===== src/rtl/shift_unit_seq_if.sv =====
// Bus between the control side and the multi-cycle shift unit.
//   start    : request, sampled by the unit only while not busy
//   op       : 00 SLL, 01 SRL, 10 SRA, 11 ROR
//   data_in  : operand, captured on an accepted start
//   shamt    : shift amount, captured on an accepted start
//   data_out : result register
//   busy     : high while shifting
//   done     : one-cycle completion pulse
// The master modport belongs to the requester and the slave modport to the shift unit.
interface shift_unit_seq_if #(
    parameter int unsigned WIDTH = 32,
    parameter int unsigned SHW   = 5
);
    logic             start;
    logic [1:0]       op;
    logic [WIDTH-1:0] data_in;
    logic [SHW-1:0]   shamt;
    logic [WIDTH-1:0] data_out;
    logic             busy;
    logic             done;

    modport master (
        output start, op, data_in, shamt,
        input  data_out, busy, done
    );

    modport slave (
        input  start, op, data_in, shamt,
        output data_out, busy, done
    );
endinterface


===== src/rtl/shift_unit_seq.sv =====
// Multi-cycle shift unit. It shifts a WIDTH-bit operand one position per clock by SLL, SRL,
// SRA or ROR. The result is held on data_out, and a one-cycle done pulse is given at the end.
//   clk   : rising-edge clock
//   reset : asynchronous, active-high
//   bus   : shift_unit_seq_if slave (start/op/data_in/shamt in, data_out/busy/done out)
// All outputs come from registered state. No input reaches an output combinationally.
module shift_unit_seq #(
    parameter int unsigned WIDTH = 32,
    parameter int unsigned SHW   = 5
) (
    input  logic             clk,
    input  logic             reset,
    shift_unit_seq_if.slave  bus
);

    typedef enum logic [1:0] {StIdle, StShift, StDone} state_e;

    state_e           state_q;
    logic [WIDTH-1:0] data_q;
    logic [SHW-1:0]   count_q;
    logic [1:0]       op_q;

    // One-position step of the selected operation.
    function automatic logic [WIDTH-1:0] shift_step(input logic [WIDTH-1:0] d,
                                                    input logic [1:0]       o);
        logic [WIDTH-1:0] r;
        case (o)
            2'b00:   r = {d[WIDTH-2:0], 1'b0};
            2'b01:   r = {1'b0, d[WIDTH-1:1]};
            2'b10:   r = {d[WIDTH-1], d[WIDTH-1:1]};
            default: r = {d[0], d[WIDTH-1:1]};
        endcase
        return r;
    endfunction

    always_ff @(posedge clk or posedge reset) begin
        if (reset) begin
            state_q <= StIdle;
            data_q  <= '0;
            count_q <= '0;
            op_q    <= 2'b00;
        end else begin
            case (state_q)
                // Idle and Done both accept a request. Accepting in Done gives back-to-back issue.
                StIdle, StDone: begin
                    if (bus.start) begin
                        data_q  <= bus.data_in;
                        op_q    <= bus.op;
                        count_q <= bus.shamt;
                        state_q <= (bus.shamt != '0) ? StShift : StDone;
                    end else begin
                        state_q <= StIdle;
                    end
                end
                StShift: begin
                    data_q  <= shift_step(data_q, op_q);
                    count_q <= count_q - SHW'(1);
                    if (count_q == SHW'(1)) begin
                        state_q <= StDone;
                    end
                end
                default: state_q <= StIdle;
            endcase
        end
    end

    assign bus.data_out = data_q;
    assign bus.busy     = (state_q == StShift);
    assign bus.done     = (state_q == StDone);

endmodule

===== src/flat_wrapper.sv =====
// flat-port wrapper written by rule: the top's interface ports become plain ports
module shift_unit_seq_flat 
#(
    parameter int unsigned WIDTH = 32,
    parameter int unsigned SHW   = 5
)
  (clk, reset, bus_start, bus_op, bus_data_in, bus_shamt, bus_data_out, bus_busy, bus_done);
  shift_unit_seq_if #(.WIDTH(WIDTH), .SHW(SHW)) bus_i ();
  input  logic clk;
  input  logic reset;
  input wire logic [$bits(bus_i.start)-1:0] bus_start;
  input wire logic [$bits(bus_i.op)-1:0] bus_op;
  input wire logic [$bits(bus_i.data_in)-1:0] bus_data_in;
  input wire logic [$bits(bus_i.shamt)-1:0] bus_shamt;
  output wire logic [$bits(bus_i.data_out)-1:0] bus_data_out;
  output wire logic [$bits(bus_i.busy)-1:0] bus_busy;
  output wire logic [$bits(bus_i.done)-1:0] bus_done;
  assign bus_i.start = bus_start;
  assign bus_i.op = bus_op;
  assign bus_i.data_in = bus_data_in;
  assign bus_i.shamt = bus_shamt;
  assign bus_data_out = bus_i.data_out;
  assign bus_busy = bus_i.busy;
  assign bus_done = bus_i.done;
  shift_unit_seq #(.WIDTH(WIDTH), .SHW(SHW)) u_core (.clk(clk), .reset(reset), .bus(bus_i));
endmodule

===== config.mk =====
export PLATFORM = sky130hd
export DESIGN_NAME = shift_unit_seq_flat
export DESIGN_NICKNAME = d
export VERILOG_FILES = /design/src/rtl/shift_unit_seq_if.sv /design/src/rtl/shift_unit_seq.sv /design/src/flat_wrapper.sv
export SDC_FILE = /design/constraint.sdc
export NUM_CORES = 1
export LEC_CHECK = 0
export CAP_MARGIN = 20
export CORE_AREA = 4 4 77 79
export CTS_CLUSTER_SIZE = 12
export DETAILED_ROUTE_END_ITERATION = 12
export DIE_AREA = 0 0 81 83
export PLACE_DENSITY = 0.86
export SLEW_MARGIN = 10
export SYNTH_ARGS = -nofsm -noshare
export SYNTH_HDL_FRONTEND = slang
export SYNTH_SLANG_ARGS = --single-unit

===== constraint.sdc =====
create_clock -name clk -period 1.9 [get_ports clk]
set_clock_uncertainty 0.2 [all_clocks]
set_input_delay 0.38 -clock clk [delete_from_list [all_inputs] [get_ports clk]]
set_output_delay 0.38 -clock clk [all_outputs]
set_load 0.01 [all_outputs]

Word level (Yosys, flattened, before mapping):

Index checks and enable logic that the tools add are counted.

* add/sub/neg operators: 1
* eq/ne operators: 8
* mux-type cells: 9
* reductions and logical operators: 8

Operator list (count)
* $pmux W32 S3: 1
* $pmux W32 S2: 1
* $mux W32: 1
* $pmux W5 S2: 1
* $mux W2: 3
* $eq A5 B1 Y1 const B: 1
* $mux W5: 1
* $reduce_bool A5 Y1: 1
* $sub A5 B1 Y5 const B: 1
* $eq A2 B1 Y1 const B: 2
* $eq A2 B2 Y1 const B: 2
* $logic_not A2 Y1: 2
* $ne A2 B2 Y1 const B: 2
* $pmux W2 S2: 1
* $reduce_and A2 Y1: 2
* $reduce_and A3 Y1: 1
* $ne A2 B1 Y1 const B: 1
* $reduce_bool A2 Y1: 1
* $reduce_or A2 Y1: 1

* bits in registers: 41
* input bits: 42
* output and inout bits: 34

Logic depth before layout (Yosys ltp):

Gate-level depths: netlist (run 1).

* word-level depth: 4
* depth in mapped cells: 7
* gate-level depth less buffers: 5

Worst setup path before layout (run 1):

OpenSTA, ideal clock, no wires.

* path type: reg2out
* from: register u_core.state_q[1]
* to: output port bus_busy
* arrival time: 0.944 ns
* data required time: 1.320 ns
* path slack: 0.376 ns
* cell stages (with the launch flop): 6
* buffers on the path: 3
* cell sequence: dfrtp_1 -> nand2b_1 -> buf_6 -> inv_4 -> buf_12 -> buf_12

* cells in the longest elaborated chain, start to end: 1

Ends and longest elaborated chain
* start, declared: RTL line shift_unit_seq.sv:18 `state_e state_q;`
* start signal, assigned: RTL line shift_unit_seq.sv:38 `state_q <= StIdle;`
* start signal, assigned: RTL line shift_unit_seq.sv:50 `state_q <= (bus.shamt != '0) ? StShift : StDone;`
* start signal, assigned: RTL line shift_unit_seq.sv:52 `state_q <= StIdle;`
* $eq A2 B1 Y1: RTL line shift_unit_seq.sv:68 `assign bus.busy = (state_q == StShift);`
* end, declared: RTL line flat_wrapper.sv:16 `output wire logic [$bits(bus_i.busy)-1:0] bus_busy;`

No other way between the ends.

Worst setup path after layout (run 1):

* from: register u_core.data_q[1] (netlist: u_core.bus.data_out[1])
* to: output port bus_data_out[1]

RTL lines
* start, declared: RTL line shift_unit_seq.sv:19 `logic [WIDTH-1:0] data_q;`
* start signal, assigned: RTL line shift_unit_seq.sv:47 `data_q <= bus.data_in;`
* start signal, assigned: RTL line shift_unit_seq.sv:56 `data_q <= shift_step(data_q, op_q);`
* end, declared: RTL line flat_wrapper.sv:15 `output wire logic [$bits(bus_i.data_out)-1:0] bus_data_out;`

No word-level cell between the ends.

==> results of run 1 <==
-- cell usage after synthesis (all sizes together), types with 2 or more instances --
cell type  number  area (um^2)
inv             5         21.3
a221o           3         30.0
o21ai           2         13.8
buf            13          166
nand2b          4         25.0
mux2i          92          921
nand2           5         18.8
nand3b          2         18.8
dfrtp          41         1030
ha              2         25.0
nor2            7         33.8
nor3            5         30.0
-- where the power goes --
part | internal, mW | switching [mW] | leakage (nW)
clock network | 0.328 | 0.299 | 0.0542
logic | 1.85 | 1.41 | 1.02
registers | 1.33 | 0.450 | 0.500
-- area by class of cell --
class,count,area share
Clock inverter,1,0.00147
Timing Repair Buffer,93,0.276
Inverter,5,0.00626
Sequential cell,41,0.303
Tap cell,72,0.0265
Multi-Input combinational cell,134,0.358
Clock buffer,7,0.0284
-- per-stage QoR --
stage	TNS (ns)	cell area, um^2	setup WS, ns	hold slack (ns)
after floorplan	0	2420	0.374	0.285
after global placement	-1.59	3250	-0.0863	0.332
after detailed placement	-3.10	3250	-0.159	0.326
after CTS	0	3350	0.00156	0.229
after global routing	0	3400	0.00442	0.236
final	0	3400	0.0383	0.222
-- kinds of logic after synthesis --
kind of cell / count (synthesis) / share of synthesized area
and+or+nand+nor: 27 / 0.0645
adders and majority gates: 2 / 0.0103
muxes: 92 / 0.380
DFF: 41 / 0.423
AOI/OAI and AO/OA: 13 / 0.0449
buffers and inverters: 18 / 0.0774
-- registers in the layout, summed over array words and instances (netlist names) --
signal / cells
u_core.state_q: 2
u_core.op_q: 2
u_core.count_q: 5
u_core.bus.data_out: 32
-- final timing paths --
check                                              startpoint                                   to  slack [ns]  cells after the start
max in group asynchronous                               reset  u_core.bus.data_out[14]$_DFFE_PP0P_        1.05                      3
min reg2reg                     u_core.count_q[1]$_DFFE_PP0P_        u_core.count_q[1]$_DFFE_PP0P_        0.35                      1
max reg2reg                     u_core.state_q[0]$_DFFE_PP0P_  u_core.bus.data_out[10]$_DFFE_PP0P_        0.20                      5
max                        u_core.bus.data_out[1]$_DFFE_PP0P_                      bus_data_out[1]        0.04                      1
min                                                     reset   u_core.bus.data_out[6]$_DFFE_PP0P_        0.22                      3
min in group clk                u_core.count_q[1]$_DFFE_PP0P_        u_core.count_q[1]$_DFFE_PP0P_        0.35                      1
-- worst reg2reg max path, cell delays in order, from the launching register on --
cell and delay, ns:
dfrtp_1 0.41, buf_4 0.16, nor2b_4 0.27, buf_4 0.24, mux2i_1 0.20, mux2i_1 0.09
-- per-layer routing --
layer | wire, um | up-vias
li1 | - | 882
met1 | 2440 | 888
met2 | 2630 | 55
met3 | 323 | 5
met4 | 51 | 0
met5 | 0 | -
-- what timing repair did --
item / CTS / global route
setup buffers: 0 / 5
hold endpoints to repair: 0 / 0
setup endpoints to repair: 2 / 8
hold buffers: 0 / 0
gates resized for setup: 2 / 4
==> metrics, run 1 <==
Inst Count DP=340; DIE AREA=6720 um^2; Post-Route Utilization=0.636; crit end category=output pin; met1 Resource Use GR=0.225; highest ir drop seen on vdd=0.847 mV; vias in the first global route=1912; CP Buf/Inv Count=1; wire length per cell=15.4 um; CP Max Fanout=4; Antenna Cells=0; EDFF count, synth=0; Multi-input gate area=1220 um^2; Max stage delay on crit path=0.56 ns; Setup CP Type=reg2out; 1st-iter DRT viols=64; max cap viols=0; fin. max-slew vios=0; leakage=1.57 nW; startpoint types=flop; fraction of registers with async set/reset=1.00; Vias=1830; die span in x=81 um; status=finished, final reports clean; Synth cell types=31; Core Region=5340 um^2; Bufs on Longest Clock Path=2; Cell Pwr Density=1670 nW/um^2; maximum number of pins on one net before global-route repair=42; share of cells above drive strength 1=0.121; commonest non-fill, non-tap cell in the layout=mux2i_1; H-tree depth=2; GPL Wtd Cong=0.733; number of I/O port buffers=75; fmax=0.537 GHz; Post-Syn Area=2420 um^2; delay-heaviest family, CP=buffers and inverters; gr ovfl total=0; synthesis-stage register bit count=41; CTS tree=yes; Clock Tree Root=clkbuf_8; Tightest Pin Transition=0.329 ns; vias per cell=5.18; ys flop type=dfrtp_1; antenna-violating nets left=0; Worst-Skew Late Latency=0.29 ns; CP arrival=1.28 ns; non-filler cells, final=353; most frequent cells in the layout=mux2i_1 (92), clkdlybuf4s50_1 (71), dfrtp_1 (39), buf_4 (14), clkbuf_8 (7); setup violators final=0; GRT Total Usage=0.170; Syn-to-layout area delta=40.0%; relative slew slack=0.779; DRC Markers=0; final worst path period need=1.86 ns; CTS clk-pin slew, worst paths=0.08 ns; storage element area=1030 um^2; Pre-antenna DRT Iters=6; # fillers=483; Worst EP required=1.32 ns; gr busiest metal=met2; Mapped Cells=193; initial core utilization=0.454; routed wire length=5440 um; crit path cell chain=clkdlybuf4s50_1; mean area per synthesized cell=12.6 um^2; Die Span Y=83 um; RSZ-0062 raised after global routing=no; DP Wirelength=3970 um; total CTS buffers=5; antenna violations before repair=0; nets=324; M3 GR Usage=0.0488; Pwr Total=5.67 mW; IO Pins=76; Hold Fails Final Rpt=0; clock sink total=41; final worst path period share=0.980; synthesis warning total=0; first-pass GRT wire length=9150 um; Hold WC Path Type=in2async; post-synthesis sequential area ratio=0.423; Mapped Nets=237; Crit-path slowest cell=clkdlybuf4s50_1; Rows=27; met2 Usage GRT=0.272
(Power assumes the default switching activity.)
==> run 2, diff against run 1 <==
Settings changed: RECOVER_POWER set to 100.
==> run 2 against run 1 <==
  * Critical path depth is the same
  * Clock power is essentially flat
  * Die area is the same
  * Largest cell class unchanged
  * Worst setup slack is essentially flat
  * Hold slack gained 0.13 ns
  * Non-clock buffer count is the same
  * Sequential cell count is the same
  * Final cell count is the same
==> metrics, run 2 (synthesized netlist as in run 1, its figures left out) <==
Final Hold Slack=0.348 ns (was 0.222 ns); Largest register FFs=32 (unchanged); status=finished, final reports clean (unchanged); 1st-iter DRT viols=66 (was 64); leakage=1.53 nW (was 1.57 nW); highest ir drop seen on vdd=0.846 mV (was 0.847 mV); Post-Route Utilization=0.628 (was 0.636); non-filler cells, final=353 (unchanged); CP Max Fanout=4 (unchanged); cell area after layout=3350 um^2 (was 3400 um^2); Inst Count DP=340 (unchanged); GPL Wtd Cong=0.733 (unchanged); clock sink total=41 (unchanged); Bufs on Longest Clock Path=2 (unchanged); commonest non-fill, non-tap cell in the layout=mux2i_1 (unchanged); Worst-Skew Late Latency=0.29 ns (about the same); fin. max-slew vios=0 (unchanged); Crit-path slowest cell=clkdlybuf4s50_1 (unchanged); Cell Pwr Density=1680 nW/um^2 (was 1670 nW/um^2); CP Buf/Inv Count=1 (unchanged); most frequent cells in the layout=mux2i_1 (92), clkdlybuf4s50_1 (69), dfrtp_1 (39), buf_4 (12), clkbuf_8 (7) (was mux2i_1 (92), clkdlybuf4s50_1 (71), dfrtp_1 (39), buf_4 (14), clkbuf_8 (7)); Setup Slack @ Placement=-0.159 ns (unchanged); die span in x=81 um (unchanged); RSZ-0062 raised after global routing=no (unchanged); delay-heaviest family, CP=buffers and inverters (unchanged); Clock Tree Root=clkbuf_8 (unchanged); max cap viols=0 (unchanged); crit path cell chain=clkdlybuf4s50_1 (unchanged); Pwr Total=5.62 mW (was 5.67 mW); relative slew slack=0.308 (was 0.779); Worst EP required=1.32 ns (about the same); Vias=1847 (was 1830); DIE AREA=6720 um^2 (unchanged); # fillers=491 (was 483); total CTS buffers=5 (unchanged); number of I/O port buffers=75 (unchanged); Hold Fails Final Rpt=0 (unchanged); Pre-antenna DRT Iters=4 (was 6); Hold WC Path Type=reg2reg (was in2async); antenna violations before repair=0 (unchanged); maximum number of pins on one net before global-route repair=42 (unchanged); wire length per cell=15.4 um (about the same); Max stage delay on crit path=0.56 ns (about the same); crit end category=output pin (unchanged); nets=324 (unchanged); placed cell areas=3250 um^2 (unchanged); vias in the first global route=1912 (unchanged); CP arrival=1.28 ns (about the same); GRT Total Usage=0.170 (unchanged); setup_tns=0 ns (unchanged); setup violators final=0 (unchanged); gr ovfl total=0 (unchanged); CTS clk-pin slew, worst paths=0.08 ns (about the same); CTS tree=yes (unchanged); Core Region=5340 um^2 (unchanged); post-route worst setup slack=0.0379 ns (was 0.0383 ns); first-pass GRT wire length=9150 um (unchanged); antenna-violating nets left=0 (unchanged); Syn-to-layout area delta=38.2% (was 40.0%); initial core utilization=0.454 (unchanged); Setup CP Type=reg2out (unchanged); DP Wirelength=3970 um (unchanged); DRC Markers=0 (unchanged); hold buffer count at cts=0 (unchanged); IO Pins=76 (unchanged); fmax=0.537 GHz (about the same); startpoint types=flop (unchanged); final worst path period need=1.86 ns (about the same); routed wire length=5430 um (was 5440 um); Tightest Pin Transition=1.04 ns (was 0.329 ns); H-tree depth=2 (unchanged); Die Span Y=83 um (unchanged); Rows=27 (unchanged); Antenna Cells=0 (unchanged); R2R setup slack=0.13 ns (was 0.20 ns); share of cells above drive strength 1=0.110 (was 0.121); final worst path period share=0.980 (about the same); vias per cell=5.23 (was 5.18)
## run 2: cell type report
type | instances | area, um^2 | share of cell area
clock buffer | 7 | 96.3 | 0.0288
clock inverter | 1 | 5.00 | 0.00149
inverter | 5 | 18.8 | 0.00560
multi-input combinational | 134 | 1220 | 0.363
sequential | 41 | 1030 | 0.307
tap | 72 | 90.1 | 0.0269
timing repair buffer | 93 | 896 | 0.267
## run 2: timing repair
item | in CTS | in global routing
endpoints found under the setup margin | 2 | 8
gates cloned | 0 | 0
setup buffers | 0 | 5
resized for setup | 2 | 4
## run 2: metal layers
metal | routed length [um] | vias up | track usage
met4 | 52 | 0 | 0.0415
li1 | - | 882 | -
met1 | 2320 | 894 | 0.225
met2 | 2680 | 66 | 0.272
met5 | 0 | - | 0
met3 | 382 | 5 | 0.0488
## run 2: worst paths after layout
path,depth (start not counted),from,endpoint
worst min-delay path,1,u_core.count_q[1]$_DFFE_PP0P_,u_core.count_q[1]$_DFFE_PP0P_
worst min register to register,1,u_core.count_q[1]$_DFFE_PP0P_,u_core.count_q[1]$_DFFE_PP0P_
min in group asynchronous,3,reset,u_core.bus.data_out[10]$_DFFE_PP0P_
max in group asynchronous,3,reset,u_core.bus.data_out[14]$_DFFE_PP0P_
worst max-delay path,1,u_core.bus.data_out[1]$_DFFE_PP0P_,bus_data_out[1]
worst max register to register,5,u_core.state_q[1]$_DFFE_PP0P_,u_core.count_q[1]$_DFFE_PP0P_
## run 2: report_power, final
| group | leakage (nW) | switching [mW] | internal [mW] |
|---|---|---|---|
| clock | 0.0542 | 0.298 | 0.328 |
| sequential | 0.500 | 0.452 | 1.33 |
| combinational | 0.975 | 1.40 | 1.81 |
| total | 1.53 | 2.15 | 3.46 |
